**src/rtl/la_capture_reader.sv**
```systemverilog
// rtl/la_capture_reader.sv - snapshots a logic-analyzer capture array and streams it out word by word
module la_capture_reader #(
    parameter int          LA_ENTRY_LENGTH = 16,
    parameter int          LA_NUM_ENTRY    = 15,
    parameter int          HEADER_EN       = 1,
    parameter logic [7:0]  HEADER_TAG      = 8'hA5
) (
    input  logic                                         clk,
    input  logic                                         nrst,
    input  logic                                         trig_end,
    input  logic [(LA_NUM_ENTRY+1)*LA_ENTRY_LENGTH-1:0]  shift_in,
    input  logic                                         clr_ovf,
    output logic [LA_ENTRY_LENGTH-1:0]                   tx_data,
    output logic                                         tx_valid,
    input  logic                                         tx_ready,
    output logic                                         tx_last,
    output logic                                         busy,
    output logic                                         overrun
);

    localparam int NUM_WORDS = LA_NUM_ENTRY + 1;
    localparam int IW        = $clog2(NUM_WORDS + 1);
    localparam int SLOTS     = 2 ** IW;
    localparam int PADW      = SLOTS * LA_ENTRY_LENGTH;
    localparam logic [7:0] NW8 = 8'(NUM_WORDS);
    localparam logic [LA_ENTRY_LENGTH-1:0] HEADER_WORD = LA_ENTRY_LENGTH'({HEADER_TAG, NW8});

    typedef enum logic {
        IDLE,
        SEND
    } state_t;

    state_t                       state_q;
    state_t                       state_d;
    logic                         trig_end_q;
    logic                         trig_rise;
    logic                         hdr_q;
    logic                         at_last;
    logic [IW-1:0]                idx;
    logic [PADW-1:0]              shift_pad;
    logic [LA_ENTRY_LENGTH-1:0]   snap [SLOTS];

    // Pad the capture array to a power-of-two slot count so idx can index the snapshot directly.
    assign shift_pad = PADW'(shift_in);
    assign trig_rise = trig_end & ~trig_end_q;
    assign at_last   = !hdr_q && (idx == IW'(LA_NUM_ENTRY));

    // State register; reset aborts any dump in progress.
    always_ff @(posedge clk) begin
        if (!nrst) begin
            state_q <= IDLE;
        end else begin
            state_q <= state_d;
        end
    end

    // Next state and stream outputs; everything presented comes from registers so it holds during stalls.
    always_comb begin
        state_d  = state_q;
        tx_valid = 1'b0;
        tx_last  = 1'b0;
        tx_data  = '0;
        busy     = 1'b0;
        case (state_q)
            IDLE: begin
                if (trig_rise) begin
                    state_d = SEND;
                end
            end
            SEND: begin
                tx_valid = 1'b1;
                busy     = 1'b1;
                tx_last  = at_last;
                tx_data  = hdr_q ? HEADER_WORD : snap[idx];
                if (tx_ready && at_last) begin
                    state_d = IDLE;
                end
            end
            default: state_d = IDLE;
        endcase
    end

    // Edge detect, snapshot capture, word pointer and sticky overrun flag.
    always_ff @(posedge clk) begin
        if (!nrst) begin
            trig_end_q <= 1'b0;
            idx        <= '0;
            hdr_q      <= 1'b0;
            overrun    <= 1'b0;
        end else begin
            trig_end_q <= trig_end;
            if (trig_rise && busy) begin
                overrun <= 1'b1;
            end else if (clr_ovf) begin
                overrun <= 1'b0;
            end
            if (state_q == IDLE && trig_rise) begin
                for (int i = 0; i < SLOTS; i++) begin
                    snap[i] <= shift_pad[i*LA_ENTRY_LENGTH +: LA_ENTRY_LENGTH];
                end
                idx   <= '0;
                hdr_q <= (HEADER_EN != 0);
            end else if (state_q == SEND && tx_ready) begin
                if (hdr_q) begin
                    hdr_q <= 1'b0;
                end else if (!at_last) begin
                    idx <= idx + 1'b1;
                end
            end
        end
    end

endmodule

```
**config.mk**
```make
export PLATFORM = sky130hd
export DESIGN_NAME = la_capture_reader
export DESIGN_NICKNAME = d
export VERILOG_FILES = /design/src/rtl/la_capture_reader.sv
export SDC_FILE = /design/constraint.sdc
export NUM_CORES = 1
export LEC_CHECK = 0
export ABC_AREA = 1
export CAP_MARGIN = 15
export CORE_MARGIN = 2
export CORE_UTILIZATION = 30
export CTS_CLUSTER_SIZE = 20
export DETAILED_ROUTE_END_ITERATION = 12
export PLACE_DENSITY_LB_ADDON = 0.15
export REMOVE_ABC_BUFFERS = 1
export SKIP_CTS_REPAIR_TIMING = 1
export SLEW_MARGIN = 25
export SYNTH_ARGS = -nofsm -noshare
export SYNTH_HDL_FRONTEND = slang
export SYNTH_SLANG_ARGS = --single-unit
```
**constraint.sdc**
```tcl
create_clock -name clk -period 16.33 [get_ports clk]
set_input_delay 3.266 -clock clk [delete_from_list [all_inputs] [get_ports clk]]
set_output_delay 3.266 -clock clk [all_outputs]
set_load 0.01 [all_outputs]
```
Word-level counts from Yosys, hierarchy flattened
Memory sizes are Yosys's and may differ from the RTL's. A register that Yosys moved wholly into a read port is not among the register bits.
Index checks and enable logic that the tools add are counted.
{ "classes": {"add_sub_neg": 1, "n_eq_ne": 1, "muxes": 16, "bitwise": 6, "reduce_logical": 10} }
{ "ops": {"columns": ["op", "n"], "rows": [
  ["two-way mux 16 bit", 2],
  ["two-way mux 1 bit", 11],
  ["two-way mux 5 bit", 2],
  ["adder 5 x 1 -> 5 bit, second input constant", 1],
  ["equality test 5 x 4 -> 1 bit, second input constant", 1],
  ["logical AND 1 bit", 5],
  ["NOT 1 bit", 5],
  ["nonzero test 2 bit", 2],
  ["AND reduction 3 bit", 1],
  ["one-hot mux 1 bit (2 select lines)", 1],
  ["OR reduction 2 bit", 1],
  ["AND 1 bit", 1],
  ["zero test 1 bit", 1]
]} }
{ "totals": {"ff_bits": 9, "mem_bits_rw": 512, "input_bits": 261, "out_inout_bits": 20, "wordCells": 40, "mem_count": 1} }
{ "memory_table": {"columns": ["name", "depth", "width", "read_ports", "rd_ports_with_merged_regs", "write_ports", "line", "source"], "rows": [
  ["snap", 32, 16, 1, 1, 32, "41", "logic [LA_ENTRY_LENGTH-1:0] snap [SLOTS];"]
]} }

Longest topological paths before layout
{ "logic_depth": {"ltp_word": 6, "depth_mapped": 11, "mapped_depth_nobuf": 11} }

Worst setup path before layout
Ideal clock, no wire load.
{ "synth_path": {"kind": "input to register", "from": "input port trig_end", "to": "memory snap[0][0] (enable)", "setup_time_ns": 0.878, "arrival_time_ns": 14.009, "t_required_ns": 15.452, "slack_ns": 1.443, "cell_stages": 2, "n_path_buf": 0, "cell_sequence": "nand3_1 > nor2_1"} }
{ "synth_lines": {"columns": ["item", "line", "source"], "rows": [
  ["from (decl)", "10", "input logic trig_end,"],
  ["to (decl)", "41", null]
]} }

==> run metrics <==
top cells by area, synth=edfxtp_1, nand2_1, nand3_1, inv_1, nor2_1; Logic pwr share=0.081; GRT Util Overall=0.157; critical path class=reg2out; routing usage on met2=0.237; Initial Util=0.305; worst skew pair latency=between 500 and 600 ps; Multi-input gate area=around 2500 sq um; Flop pwr share=0.496; final wirelength=about 31,000 um; setup TNS=0 ps; net switching share of the total power=0.211; fin nets=around 1,500; max-slew violations=0; total CTS buffers=31; initial DRC count=427; Filler cells=between 3,000 and 4,000; R2R Path End=snap[10][0]; Synth-to-Final Area Change=37.8%; CP Max Fanout=between 80 and 90; CTS tree=yes; Maximum Capacitance Violations=0; share of cells above drive strength 1=0.0436; maximum clock rate=between 100 and 150 MHz; die height=around 200 um; P_leak=about 5.8 nW; final-report setup violation count=0; placed insts=between 1,500 and 2,000; total grt overflow=0; initial antenna violation count=4; syn_area_per_cell=about 11 sq um; top cell type's share of synthesized area=0.691; post-synth cell types=18; CTS clk-pin slew, worst paths=roughly 60 ps; Synth warnings=0; drc violations=0; Worst Clk Skew=about 9.9 ps; most frequent cells in the layout=nand2_1, clkdlybuf4s50_1, edfxtp_1; R2R depth=5; htree depth=1; min cycle time layout=between 6000 and 7000 ps; Die Area=~39,000 sq um; Pwr Density=approximately 110 nW/um^2; RSZ-0062 raised after global routing=false; # clock sinks=between 200 and 300; Max Buffers Root-to-Sink=3; DRT antenna net count=0; drt pass-1 iters=4; Critical Path RT=~13,000 ps; pin count of the biggest net entering global routing=about 190; dominant cell type by area after synthesis=edfxtp_1; Die X-Extent=~200 um; row count=70; Net Sw Power=between 0.3 and 0.4 mW; first-pass GRT wire length=approximately 46,000 um; busiest grt layer=met2; Crit. End Element=primary output; Avg WL per Cell=~17 um; Layout Cells excl Fill=approximately 1,800; vias in the first global route=between 7,000 and 8,000; Root Buffer=clkbuf_16; Synth Instances=approximately 1,000; io pins=281; Port Buffer Count=280; Min-Delay Endpoint=overrun; Slew HR=0.320; Max IR drop VDD=between 70 and 80 uV; flops & latches, synth=between 200 and 300; Core Area=about 37,000 sq um; most common cell after layout, fill and taps aside=nand2_1; register area share after synthesis=0.716; vias=just under 8,000; worst slew pin tran=between 1000 and 1500 ps; Final Wtd Congestion=0.761; met1 Use GR=0.226; P_int=approximately 1.3 mW; Reg area=~8000 sq um; Worst setup SP type=flip-flop; period utilization=0.426; synthesized area=between 10,000 and 15,000 sq um; setup slack, reg-to-reg=13,440 ps; met3 usage=0.0387; min-delay src=overrun; worst min-delay path class=reg2reg; crit path DAT=around 3700 ps; Final Hold Vio Count=0; vias per cell=roughly 4.4; Worst Hold Depth=2; HPWL after detailed placement=19,100 um; clock share of power=0.423; outcome=finished, final reports clean; worst reg2reg path startpoint=state_q
-- how the worst max path moves through the flow --
stage              start     endpoint  slack (ps)
3_3_place_gp   flip-flop   tx_data[2]        9830
4_1_cts        flip-flop  tx_data[11]        9220
3_5_place_dp   flip-flop  tx_data[11]        9860
2_1_floorplan   trig_end   snap[0][0]        1440
5_1_grt        flip-flop  tx_data[11]        9070
6_report       flip-flop  tx_data[11]        9380
-- registers in the layout (all words and copies together), names as in the netlist, named ones only --
name and count:
idx 5, snap 256, overrun 1, hdr_q 1
trig_end_q 1, state_q 1
-- per-stage QoR --
step           instance area, sq um  power (mW)   util  setup slack [ps]  hold slack (ps)
2_1_floorplan                 10900       0.866      -              1440              476
3_3_place_gp                  14300       0.946  0.392              9830              459
3_5_place_dp                  14300       0.946  0.392              9860              484
4_1_cts                       15300        1.64  0.420              9220              494
5_1_grt                       15300        1.67  0.420              9070              512
6_report                      15300        1.61  0.420              9380              484
-- cell usage after synthesis --
master      n
a211oi_1    2
a21oi_1    18
buf_1       5
buf_2      25
buf_4       2
buf_6       4
clkbuf_1   18
dfxtp_1    14
edfxtp_1  256
ha_1        2
inv_1      97
inv_2       2
nand2_1   283
nand3_1   142
nor2_1     95
nor3_1      2
nor3b_1     2
o21ai_0    46
-- final cells by class --
cell class,count,share of cell area
Antenna cell,1,0.000163
Sequential cell,270,0.520
Timing Repair Buffer,288,0.188
Multi-Input combinational cell,592,0.165
Clock inverter,13,0.00890
Inverter,99,0.0244
Clock buffer,44,0.0558
Tap cell,468,0.0382
-- critical path: stages (launching register included) --
cell and delay, ps:
dfxtp_4 530, inv_4 690, buf_4 570, nand2_1 90, nand2_1 80, nand2_1 50
nand3_1 90, nand3_1 100, a21oi_1 260, clkdlybuf4s50_1 600
-- power groups by stage --
stage | sequential, mW | clock [mW] | combinational [mW]
after floorplan | 0.824 | 0 | 0.0417
after global placement | 0.813 | 0 | 0.133
after detailed placement | 0.813 | 0 | 0.133
after CTS | 0.799 | 0.703 | 0.134
after global routing | 0.801 | 0.728 | 0.144
final | 0.799 | 0.681 | 0.131
-- routing by layer --
metal / vias up / wire [um]
li1: 3938 / -
met5: - / 43
met3: 48 / 2430
met1: 3623 / 14300
met2: 268 / 13400
met4: 6 / 581
-- kinds of logic (layout without fill, tap and decap cells) --
logic type                 Yosys count  after routing  synth area share
and+or+nand+nor                    524            524             0.194
DFF                                270            270             0.716
buffers and inverters              153            444            0.0578
AOI/OAI and AO/OA                   66             66            0.0301
adders and majority gates            2              2           0.00225
other                                0              1                 0
(Power assumes the default switching activity.)
